==> src/rtl/latch_q_edge_monitor.sv <==
`default_nettype none
// ============================================================================
//  Module   : latch_q_edge_monitor
//  Brief    : Synchronises and debounces the asynchronous latch q output,
//             emits single-cycle rise/fall strobes, counts rising edges per
//             fixed window and hands each window count downstream over a
//             valid/ready handshake with sticky overwrite flag.
//  Revision : 1.0  initial release
// ============================================================================
module latch_q_edge_monitor #(
   parameter int SYNC_STAGES   = 2,
   parameter int STABLE_CYCLES = 4,
   parameter int CNT_W         = 8,
   parameter int WINDOW        = 64
) (
   input  logic             clk,
   input  logic             rstn,
   input  logic             lat_q,
   output logic             out_level,
   output logic             rise_pulse,
   output logic             fall_pulse,
   output logic             cnt_valid,
   input  logic             cnt_ready,
   output logic [CNT_W-1:0] cnt_data,
   output logic             cnt_ovf
);

   localparam int SC_W = (STABLE_CYCLES > 1) ? $clog2(STABLE_CYCLES) : 1;
   localparam int WC_W = $clog2(WINDOW);

   localparam logic [SC_W-1:0]  SC_LAST = SC_W'(STABLE_CYCLES - 1);
   localparam logic [SC_W-1:0]  SC_ONE  = SC_W'(1);
   localparam logic [WC_W-1:0]  WC_LAST = WC_W'(WINDOW - 1);
   localparam logic [WC_W-1:0]  WC_ONE  = WC_W'(1);
   localparam logic [CNT_W-1:0] CNT_MAX = '1;
   localparam logic [CNT_W-1:0] CNT_ONE = CNT_W'(1);

   typedef enum logic [0:0] {
      ST_STABLE   = 1'b0,
      ST_CHANGING = 1'b1
   } state_t;

   logic [SYNC_STAGES-1:0] sync_q, sync_d;
   state_t                 state_q, state_d;
   logic [SC_W-1:0]        sc_q, sc_d;
   logic                   level_q, level_d;
   logic                   rise_q, rise_d;
   logic                   fall_q, fall_d;
   logic [WC_W-1:0]        wcnt_q, wcnt_d;
   logic [CNT_W-1:0]       ecnt_q, ecnt_d;
   logic [CNT_W-1:0]       cnt_data_q, cnt_data_d;
   logic                   cnt_valid_q, cnt_valid_d;
   logic                   cnt_ovf_q, cnt_ovf_d;

   logic                   s;
   logic                   terminal;
   logic                   xfer;
   logic [CNT_W-1:0]       ecnt_inc;

   assign s = sync_q[SYNC_STAGES-1];

   // Shift the raw latch output through the synchroniser chain
   always_comb begin
      sync_d = {sync_q[SYNC_STAGES-2:0], lat_q};
   end

   // Debounce: a new level must be seen STABLE_CYCLES times in a row
   always_comb begin
      state_d = state_q;
      sc_d    = sc_q;
      level_d = level_q;
      rise_d  = 1'b0;
      fall_d  = 1'b0;
      case (state_q)
         ST_STABLE: begin
            if (s != level_q) begin
               if (STABLE_CYCLES == 1) begin
                  // Single-cycle persistence: accept on first observation
                  level_d = s;
                  rise_d  = s;
                  fall_d  = ~s;
               end else begin
                  state_d = ST_CHANGING;
                  sc_d    = SC_ONE;
               end
            end
         end
         ST_CHANGING: begin
            if (s == level_q) begin
               state_d = ST_STABLE;
               sc_d    = '0;
            end else if (sc_q == SC_LAST) begin
               level_d = s;
               state_d = ST_STABLE;
               sc_d    = '0;
               rise_d  = s;
               fall_d  = ~s;
            end else begin
               sc_d = sc_q + SC_ONE;
            end
         end
         default: begin
            state_d = ST_STABLE;
            sc_d    = '0;
         end
      endcase
   end

   // Window timing, saturating edge count and result handshake
   always_comb begin
      terminal = (wcnt_q == WC_LAST);
      xfer     = cnt_valid_q & cnt_ready;
      ecnt_inc = (rise_q && (ecnt_q != CNT_MAX)) ? (ecnt_q + CNT_ONE) : ecnt_q;

      wcnt_d      = terminal ? '0 : (wcnt_q + WC_ONE);
      ecnt_d      = terminal ? '0 : ecnt_inc;
      cnt_data_d  = terminal ? ecnt_inc : cnt_data_q;

      cnt_valid_d = cnt_valid_q;
      cnt_ovf_d   = cnt_ovf_q;
      if (terminal) begin
         cnt_valid_d = 1'b1;
         // An unread result being replaced is flagged; a simultaneous
         // transfer means the old result was consumed, so the flag clears
         if (cnt_valid_q && !xfer) begin
            cnt_ovf_d = 1'b1;
         end else if (xfer) begin
            cnt_ovf_d = 1'b0;
         end
      end else if (xfer) begin
         cnt_valid_d = 1'b0;
         cnt_ovf_d   = 1'b0;
      end
   end

   // State registers with synchronous active-low reset
   always_ff @(posedge clk) begin
      if (!rstn) begin
         sync_q      <= '0;
         state_q     <= ST_STABLE;
         sc_q        <= '0;
         level_q     <= 1'b0;
         rise_q      <= 1'b0;
         fall_q      <= 1'b0;
         wcnt_q      <= '0;
         ecnt_q      <= '0;
         cnt_data_q  <= '0;
         cnt_valid_q <= 1'b0;
         cnt_ovf_q   <= 1'b0;
      end else begin
         sync_q      <= sync_d;
         state_q     <= state_d;
         sc_q        <= sc_d;
         level_q     <= level_d;
         rise_q      <= rise_d;
         fall_q      <= fall_d;
         wcnt_q      <= wcnt_d;
         ecnt_q      <= ecnt_d;
         cnt_data_q  <= cnt_data_d;
         cnt_valid_q <= cnt_valid_d;
         cnt_ovf_q   <= cnt_ovf_d;
      end
   end

   assign out_level  = level_q;
   assign rise_pulse = rise_q;
   assign fall_pulse = fall_q;
   assign cnt_valid  = cnt_valid_q;
   assign cnt_data   = cnt_data_q;
   assign cnt_ovf    = cnt_ovf_q;

endmodule
`default_nettype wire
==> config.mk <==
export PLATFORM = sky130hd
export DESIGN_NAME = latch_q_edge_monitor
export DESIGN_NICKNAME = d
export VERILOG_FILES = /design/src/rtl/latch_q_edge_monitor.sv
export SDC_FILE = /design/constraint.sdc
export NUM_CORES = 1
export LEC_CHECK = 0
export ABC_AREA = 1
export CORE_MARGIN = 2
export CORE_UTILIZATION = 56
export CTS_BUF_LIST = sky130_fd_sc_hd__clkbuf_8
export DETAILED_ROUTE_END_ITERATION = 8
export PLACE_DENSITY = 0.81
export SKIP_LAST_GASP = 1
export SLEW_MARGIN = 5
export SYNTH_ARGS = -nofsm -noshare
export SYNTH_HDL_FRONTEND = slang
export SYNTH_SLANG_ARGS = --single-unit
==> constraint.sdc <==
create_clock -name clk -period 1.7 [get_ports clk]
set_input_delay 0.17 -clock clk [delete_from_list [all_inputs] [get_ports clk]]
set_output_delay 0.17 -clock clk [all_outputs]
set_load 0.005 [all_outputs]
Word-level counts from Yosys, hierarchy flattened. Cells that the tools add are included.

$add $sub $neg: 3. Eq/ne operators: 6. Mux-type cells: 14. Bitwise gates (word level): 6. Reductions and logical operators: 7.

Operators by type and width (number): $add A8 B1 Y8 const B (1); $mux W1 (8); $mux W8 (1); $ne A8 B8 Y1 const B (1); $add A6 B1 Y6 const B (1); $eq A6 B6 Y1 const B (1); $mux W2 (3); $not A1 Y1 (5); $pmux W2 S2 (1); $reduce_or A4 Y1 (1); $reduce_and A3 Y1 (1); $add A2 B1 Y2 const B (1); $eq A2 B2 Y1 const B (1); $logic_and A1 B1 Y1 (2); $ne A2 B2 Y1 const B (1); $pmux W1 S2 (1); $reduce_bool A2 Y1 (1); $reduce_or A2 Y1 (1); $and A1 B1 Y1 (1); $eq A1 B1 Y1 (1); $logic_not A1 Y1 (1); $ne A1 B1 Y1 (1).

Bits in registers: 32. Bits of input ports: 4. Output and inout port bits: 13. Logic and storage cells: 47.

Logic depth before layout (Yosys ltp). Gate-level depths: netlist (run 1).

Depth in word-level cells: 5. Mapped depth: 9. Gate-level depth less buffers: 9.

Least setup slack after synthesis (run 1). Ideal clock, no wire load.

Path kind: register to register. Start: reg wcnt_q[0]. End: reg ecnt_q[6]. Arrival: 1.116 ns. Path slack: 0.472 ns. Cell stages (with the launch flop): 10. Path buffers: 1. Clock period less this slack: 1.228 ns. Cell sequence: dfxtp_1 -> ha_1 -> nand2_1 -> inv_2 -> nand3_4 -> nor2_4 -> nor2_2 -> inv_2 -> buf_6 -> nor2_1.

Word-level cells in the longest chain between the ends: 2.

RTL lines: start, declared (RTL line 49) `logic [WC_W-1:0] wcnt_q, wcnt_d;`; start signal, assigned (RTL line 157) `wcnt_q <= wcnt_d;`; $eq A6 B6 Y1 (RTL line 111) `terminal = (wcnt_q == WC_LAST);`; $reduce_or A2 Y1 (no line); end signal, assigned (RTL line 158) `ecnt_q <= ecnt_d;`; end, declared (RTL line 50) `logic [CNT_W-1:0] ecnt_q, ecnt_d;`.

No other way between the ends. A chain may end at the register's enable or synchronous reset.

Final worst setup path (run 1).
Start: reg rise_q, in the netlist rise_pulse. End: out rise_pulse.

RTL lines: start, declared (RTL line 47) `logic rise_q, rise_d;`; start signal, assigned (RTL line 155) `rise_q <= rise_d;`; end, declared (RTL line 20) `output logic rise_pulse,`.

No word-level cell between the ends.

==> results of run 1 <==
-- area by class of cell --
type / instances / share of cell area (%)
Clock inverter: 2 / 0.4525
Clock buffer: 6 / 4.977
Sequential cell: 32 / 38.61
Timing Repair Buffer: 18 / 10.56
Multi-Input combinational cell: 123 / 37.93
Tap cell: 30 / 2.262
Inverter: 23 / 5.204
-- routing by layer --
layer,global-route usage [%],vias up,wire length [µm]
met5,0,-,0
met4,10.00,0,33
met3,8.056,4,98
met2,34.96,17,1314
met1,22.68,524,1137
li1,-,609,-
-- sequential cells by signal, indices dropped and copies added, names as in the netlist, named ones only --
signal,count
wcnt_q,6
fall_pulse,1
sc_q,2
ecnt_q,8
out_level,1
cnt_valid,1
state_q,1
sync_q,2
rise_pulse,1
cnt_data,8
-- per-stage QoR --
step	worst slack (ns)	power [W]
after global routing	0.1501	0.001434
after CTS	0.1985	0.001389
final	0.1982	0.001377
after detailed placement	0.3326	0.0008237
after global placement	0.4225	0.0008207
after floorplan	0.4723	0.0008142
-- worst max path at each step --
stage	end	cells after the start	slack, ns
final	rise_pulse	1	0.20
after global routing	rise_pulse	1	0.15
after CTS	rise_pulse	1	0.20
after detailed placement	cnt_data[1]$_SDFFE_PN0N_	8	0.33
after global placement	cnt_data[5]$_SDFFE_PN0N_	5	0.42
after floorplan	ecnt_q[6]$_SDFF_PP0_	9	0.47
-- power groups by stage --
stage	Clock [W]	Combinational (W)	Sequential [W]
global route	0.000620	0.0000458	0.000768
finish	0.000569	0.0000398	0.000767
CTS	0.000582	0.0000403	0.000767
floorplan	0	0.0000323	0.000782
global placement	0	0.0000381	0.000783
detailed placement	0	0.0000400	0.000784
-- synthesized netlist by cell type (all sizes together) --
cell	instances	area, µm²
nand2	53	219.0
dfxtp	32	640.6
nor2	27	118.9
inv	23	86.33
a21oi	11	70.06
nand3	10	62.56
o21ai	9	48.80
nor3	4	25.02
buf	3	42.54
ha	3	37.54
xor2	3	26.28
a211oi	1	7.510
nand4	1	6.260
nor3b	1	7.510
-- cell families (layout without fill, tap and decap cells) --
family	count (synthesis)	after routing	synth area share [%]
flops	32	32	45.80
buf+inv	26	49	9.213
compound gates	21	21	9.034
simple gates	96	96	31.40
fa+ha+maj	3	3	2.684
xor+xnor	3	3	1.879
==> impl_metrics.env, run 1 <==
export IMPL_dr_pass1_iters=4
export IMPL_yosys_warnings=0
export IMPL_power_density_mw_per_mm2=829.8
export IMPL_drt_wirelength_per_cell_um=11.04
export IMPL_cts_hold_fix_buffers=0
export IMPL_drc_errors=0
export IMPL_cts_buffers_inserted=5
export IMPL_hold_start="lat_q"
export IMPL_drv_slew=0
export IMPL_crit_buf_inv=1
export IMPL_cell_internal_pwr_w=0.001095
export IMPL_die_w_um=53.98
export IMPL_period_needed_ns=1.502
export IMPL_cts_sinks=32
export IMPL_yosysSeqAreaShare_pct=45.80
export IMPL_num_vias=1154
export IMPL_combPwrFrac_pct=2.9
export IMPL_vias_per_cell=4.932
export IMPL_clkPwrFrac_pct=41.4
export IMPL_port_buffers=16
export IMPL_layout_common_cells="nand2_1 (49), dfxtp_1 (32), inv_1 (22), nor2_1 (22), clkdlybuf4s50_1 (16)"
export IMPL_slowest_delay_ns=0.56
export IMPL_ir_worst_vdd_mv=0.7911
export IMPL_cts_resized=0
export IMPL_start_util_pct=57.51
export IMPL_hold_depth=3
export IMPL_rr_startpoint="wcnt_q[0]$_SDFF_PP0_"
export IMPL_cts_root_buffer="clkbuf_8"
export IMPL_multi_input_area_um2=629.4
export IMPL_core_area_mm2=0.002432
export IMPL_die_y_um=53.98
export IMPL_synth_distinct_cells=25
export IMPL_post_route_period_util_pct=88.34
export IMPL_tightestPinTransition_ns=0.3324
export IMPL_status="finished, final reports clean"
export IMPL_placed_cells=226
export IMPL_drtIter0Drc=22
export IMPL_clock_skew_ns=0.001889
export IMPL_drv_cap=0
export IMPL_globalplace_congestion=0.7443
export IMPL_ant_nets=0
export IMPL_synth_net_count=188
export IMPL_power_switching_w=0.0002820
export IMPL_worstSetupStartpointType="register"
export IMPL_hold_violations=0
export IMPL_hold_end="sync_q[0]$_SDFF_PN0_"
export IMPL_clk_path_buf_depth=2
export IMPL_avgSynthCellArea_um2=7.728
export IMPL_crit_family="buffers and inverters"
export IMPL_grt_antenna_before_repair=0
export IMPL_n_antenna_cell=0
export IMPL_crit_required_ns=1.53
export IMPL_first_global_vias=1032
export IMPL_utilization_pct=68.21
export IMPL_tns_ns=0
export IMPL_grt_usage_pct=20.73
export IMPL_grt_pass1_wl_um=4236
export IMPL_insertion_delay_ns=0.28
export IMPL_grt_max_degree=14
export IMPL_worst_r2r_endpoint="cnt_data[0]$_SDFFE_PN0N_"
export IMPL_n_fill_cell=206
export IMPL_path_clk_slew_ns=0.06
export IMPL_holdWs_ns=0.4165
export IMPL_dp_hpwl_um=1980
export IMPL_layoutNonFillerInstCount=234
export IMPL_end_kind="output pin"
export IMPL_leakage_nw=0.6883
export IMPL_syn_cell_area_mm2=0.001399
export IMPL_rows=18
export IMPL_hold_path_class="in -> reg"
export IMPL_synth_seq_cells=32
export IMPL_synthCells=181
export IMPL_regArea_um2=640.6
export IMPL_worstSetupPathType="reg -> out"
export IMPL_grt_overflow=0
export IMPL_drive_gt1_share_pct=13.24
export IMPL_routed_wl_um=2584
export IMPL_path_max_fanout=6
export IMPL_cp_arrival_ns=1.33
export IMPL_cts_tree="built"
export IMPL_r2r_worst_path_cells=8
export IMPL_maxSlewHeadroom_pct=77.67
export IMPL_path_cells="clkdlybuf4s50_1"
export IMPL_r2r_slack_ns=0.32
export IMPL_placed_area_mm2=0.001569
export IMPL_ios=17
export IMPL_die_area_mm2=0.002914
export IMPL_nets=210
export IMPL_critPathLaunch="rise_pulse$_SDFF_PP0_"
export IMPL_htreeDepth=2
export IMPL_rsz0062_at_grt="false"
export IMPL_swShare_pct=20.48
export IMPL_post_cts_buffers=0
export IMPL_max_freq_mhz=665.8
export IMPL_crit_path_top_delay_cell="clkdlybuf4s50_1"
export IMPL_design_area_mm2=0.001659
export IMPL_final_common_cell="nand2_1"
export IMPL_p_seq_share_pct=55.7
export IMPL_area_delta_synth_final_pct=18.60
export IMPL_setup_viol=0
Power figures use the tool's default switching activity.
==> run 2: changes to the inputs <==
--- a/config.mk
+++ b/config.mk
@@ -7,10 +7,10 @@
 export LEC_CHECK = 0
 export ABC_AREA = 1
 export CORE_MARGIN = 2
-export CORE_UTILIZATION = 56
+export CORE_UTILIZATION = 45
 export CTS_BUF_LIST = sky130_fd_sc_hd__clkbuf_8
 export DETAILED_ROUTE_END_ITERATION = 8
-export PLACE_DENSITY = 0.81
+export PLACE_DENSITY = 0.68
 export SKIP_LAST_GASP = 1
 export SLEW_MARGIN = 5
 export SYNTH_ARGS = -nofsm -noshare
==> run 2 against run 1 <==
First-iteration DRC count increased by 55%. Design area increased by 0.60%. Sequential cell count unchanged. Combinational power increased by 1%. Register-to-register slack improved by 0.03 ns. Wire length decreased by 6.0%. Global-route usage decreased by 4.3 points. Critical endpoint unchanged.
==> impl_metrics.env, run 2 (synthesis gave the netlist of run 1 again) <==
export IMPL_die_y_um=59.76
export IMPL_drv_slew=0
export IMPL_top_usage_layer="met2"
export IMPL_end_kind="output pin"
export IMPL_max_freq_mhz=677.9
export IMPL_grt_max_degree=14
export IMPL_grtUsageMet2_pct=26.71
export IMPL_start_util_pct=46.58
export IMPL_dr_pass1_iters=4
export IMPL_n_antenna_cell=0
export IMPL_tightestPinTransition_ns=0.3396
export IMPL_vias_per_cell=4.852
export IMPL_maxSlewHeadroom_pct=77.18
export IMPL_drc_errors=0
export IMPL_rows=20
export IMPL_leakage_nw=0.6848
export IMPL_hold_path_class="reg -> reg"
export IMPL_first_global_vias=1083
export IMPL_critPathLaunch="rise_pulse$_SDFF_PP0_"
export IMPL_cts_resized=0
export IMPL_clock_skew_ns=0.003278
export IMPL_setup_viol=0
export IMPL_grt_overflow=0
export IMPL_design_area_mm2=0.001669
export IMPL_worstSetupPathType="reg -> out"
export IMPL_path_cells="clkdlybuf4s50_1"
export IMPL_use_met3_pct=6.494
export IMPL_slowest_delay_ns=0.56
export IMPL_cts_sinks=32
export IMPL_ant_nets=0
export IMPL_ir_worst_vdd_mv=0.6930
export IMPL_crit_family="buffers and inverters"
export IMPL_dp_hpwl_um=1872
export IMPL_cts_hold_fix_buffers=0
export IMPL_area_delta_synth_final_pct=19.32
export IMPL_power_density_mw_per_mm2=845.8
export IMPL_grtUsageMet1_pct=19.25
export IMPL_globalplace_congestion=0.8378
export IMPL_path_max_fanout=6
export IMPL_ios=17
export IMPL_crit_path_top_delay_cell="clkdlybuf4s50_1"
export IMPL_hold_violations=0
export IMPL_worstSetupStartpointType="register"
export IMPL_routed_wl_um=2430
export IMPL_cts_buffers_inserted=5
export IMPL_grt_pass1_wl_um=4388
export IMPL_num_vias=1145
export IMPL_die_w_um=59.76
export IMPL_critical_path_depth=1
export IMPL_critPathCapture="rise_pulse"
export IMPL_tns_ns=0
export IMPL_grt_usage_pct=16.44
export IMPL_cp_arrival_ns=1.31
export IMPL_final_common_cell="nand2_1"
export IMPL_clk_path_buf_depth=2
export IMPL_drt_wirelength_per_cell_um=10.30
export IMPL_drv_cap=0
export IMPL_path_clk_slew_ns=0.06
export IMPL_grt_antenna_before_repair=0
export IMPL_insertion_delay_ns=0.27
export IMPL_core_area_mm2=0.003003
export IMPL_layout_common_cells="nand2_1 (49), dfxtp_1 (32), nor2_1 (22)"
export IMPL_nets=210
export IMPL_placed_area_mm2=0.001573
export IMPL_cts_root_buffer="clkbuf_8"
export IMPL_post_cts_buffers=0
export IMPL_rsz0062_at_grt="false"
export IMPL_worst_r2r_endpoint="cnt_data[0]$_SDFFE_PN0N_"
export IMPL_r2r_slack_ns=0.35
export IMPL_drive_gt1_share_pct=13.79
export IMPL_port_buffers=16
export IMPL_post_route_period_util_pct=86.77
export IMPL_crit_required_ns=1.53
export IMPL_cts_tree="built"
export IMPL_die_area_mm2=0.003571
export IMPL_rr_startpoint="wcnt_q[0]$_SDFF_PP0_"
export IMPL_status="finished, final reports clean"
export IMPL_period_needed_ns=1.475
export IMPL_r2r_worst_path_cells=8
export IMPL_htreeDepth=2
export IMPL_drtIter0Drc=34
export IMPL_crit_buf_inv=1
-- run 2: cell count changes in the layout (fill, tap and decap cells not counted), sizes merged --
cell | before | now
clkbuf | 6 | 7
inv | 25 | 23
-- run 2: metal layers --
metal / vias up / part of all wire (%)
met3: 5 / 4.3
met2: 14 / 47
met5: - / 0
met4: 0 / 1.8
met1: 521 / 46
li1: 605 / -
-- run 2: final cells by class --
class,instances,area [µm²]
clock buffer,7,96.34
sequential,32,640.6
tap,33,41.29
timing repair buffer,18,175.2
fill,283,1334
multi-input combinational,123,629.4
inverter,23,86.33
-- run 2: worst min path at each step --
stage | startpoint | endpoint | slack [ns] | cells past startpoint
floorplan | lat_q | sync_q[0]$_SDFF_PN0_ | 0.27 | 2
detailed placement | sync_q[0]$_SDFF_PN0_ | sync_q[1]$_SDFF_PN0_ | 0.40 | 2
finish | sync_q[0]$_SDFF_PN0_ | sync_q[1]$_SDFF_PN0_ | 0.41 | 2
global placement | sync_q[0]$_SDFF_PN0_ | sync_q[1]$_SDFF_PN0_ | 0.40 | 2
global route | sync_q[0]$_SDFF_PN0_ | sync_q[1]$_SDFF_PN0_ | 0.43 | 2
CTS | lat_q | sync_q[0]$_SDFF_PN0_ | 0.41 | 3
-- run 2: power breakdown --
part	switching [W]	total (W)	leakage (nW)	internal [W]
sequential	0.00000652	0.000767	0.259	0.000760
combinational	0.0000228	0.0000402	0.376	0.0000174
clock	0.000245	0.000605	0.0503	0.000360
total	0.000275	0.00141	0.685	0.00114
-- run 2: metrics by stage --
step           cells  power (W)  setup slack (ns)  util, %  hold slack, ns
6_report         236   0.001412            0.2249    55.58          0.4137
5_1_grt          236   0.001480            0.1618    55.58          0.4280
4_1_cts          236   0.001434            0.2038    55.58          0.4147
2_1_floorplan    181  0.0008142            0.4723        -          0.2676
3_5_place_dp     229  0.0008234            0.3344    52.38          0.4038
3_3_place_gp     229  0.0008216            0.3684    52.38          0.4027
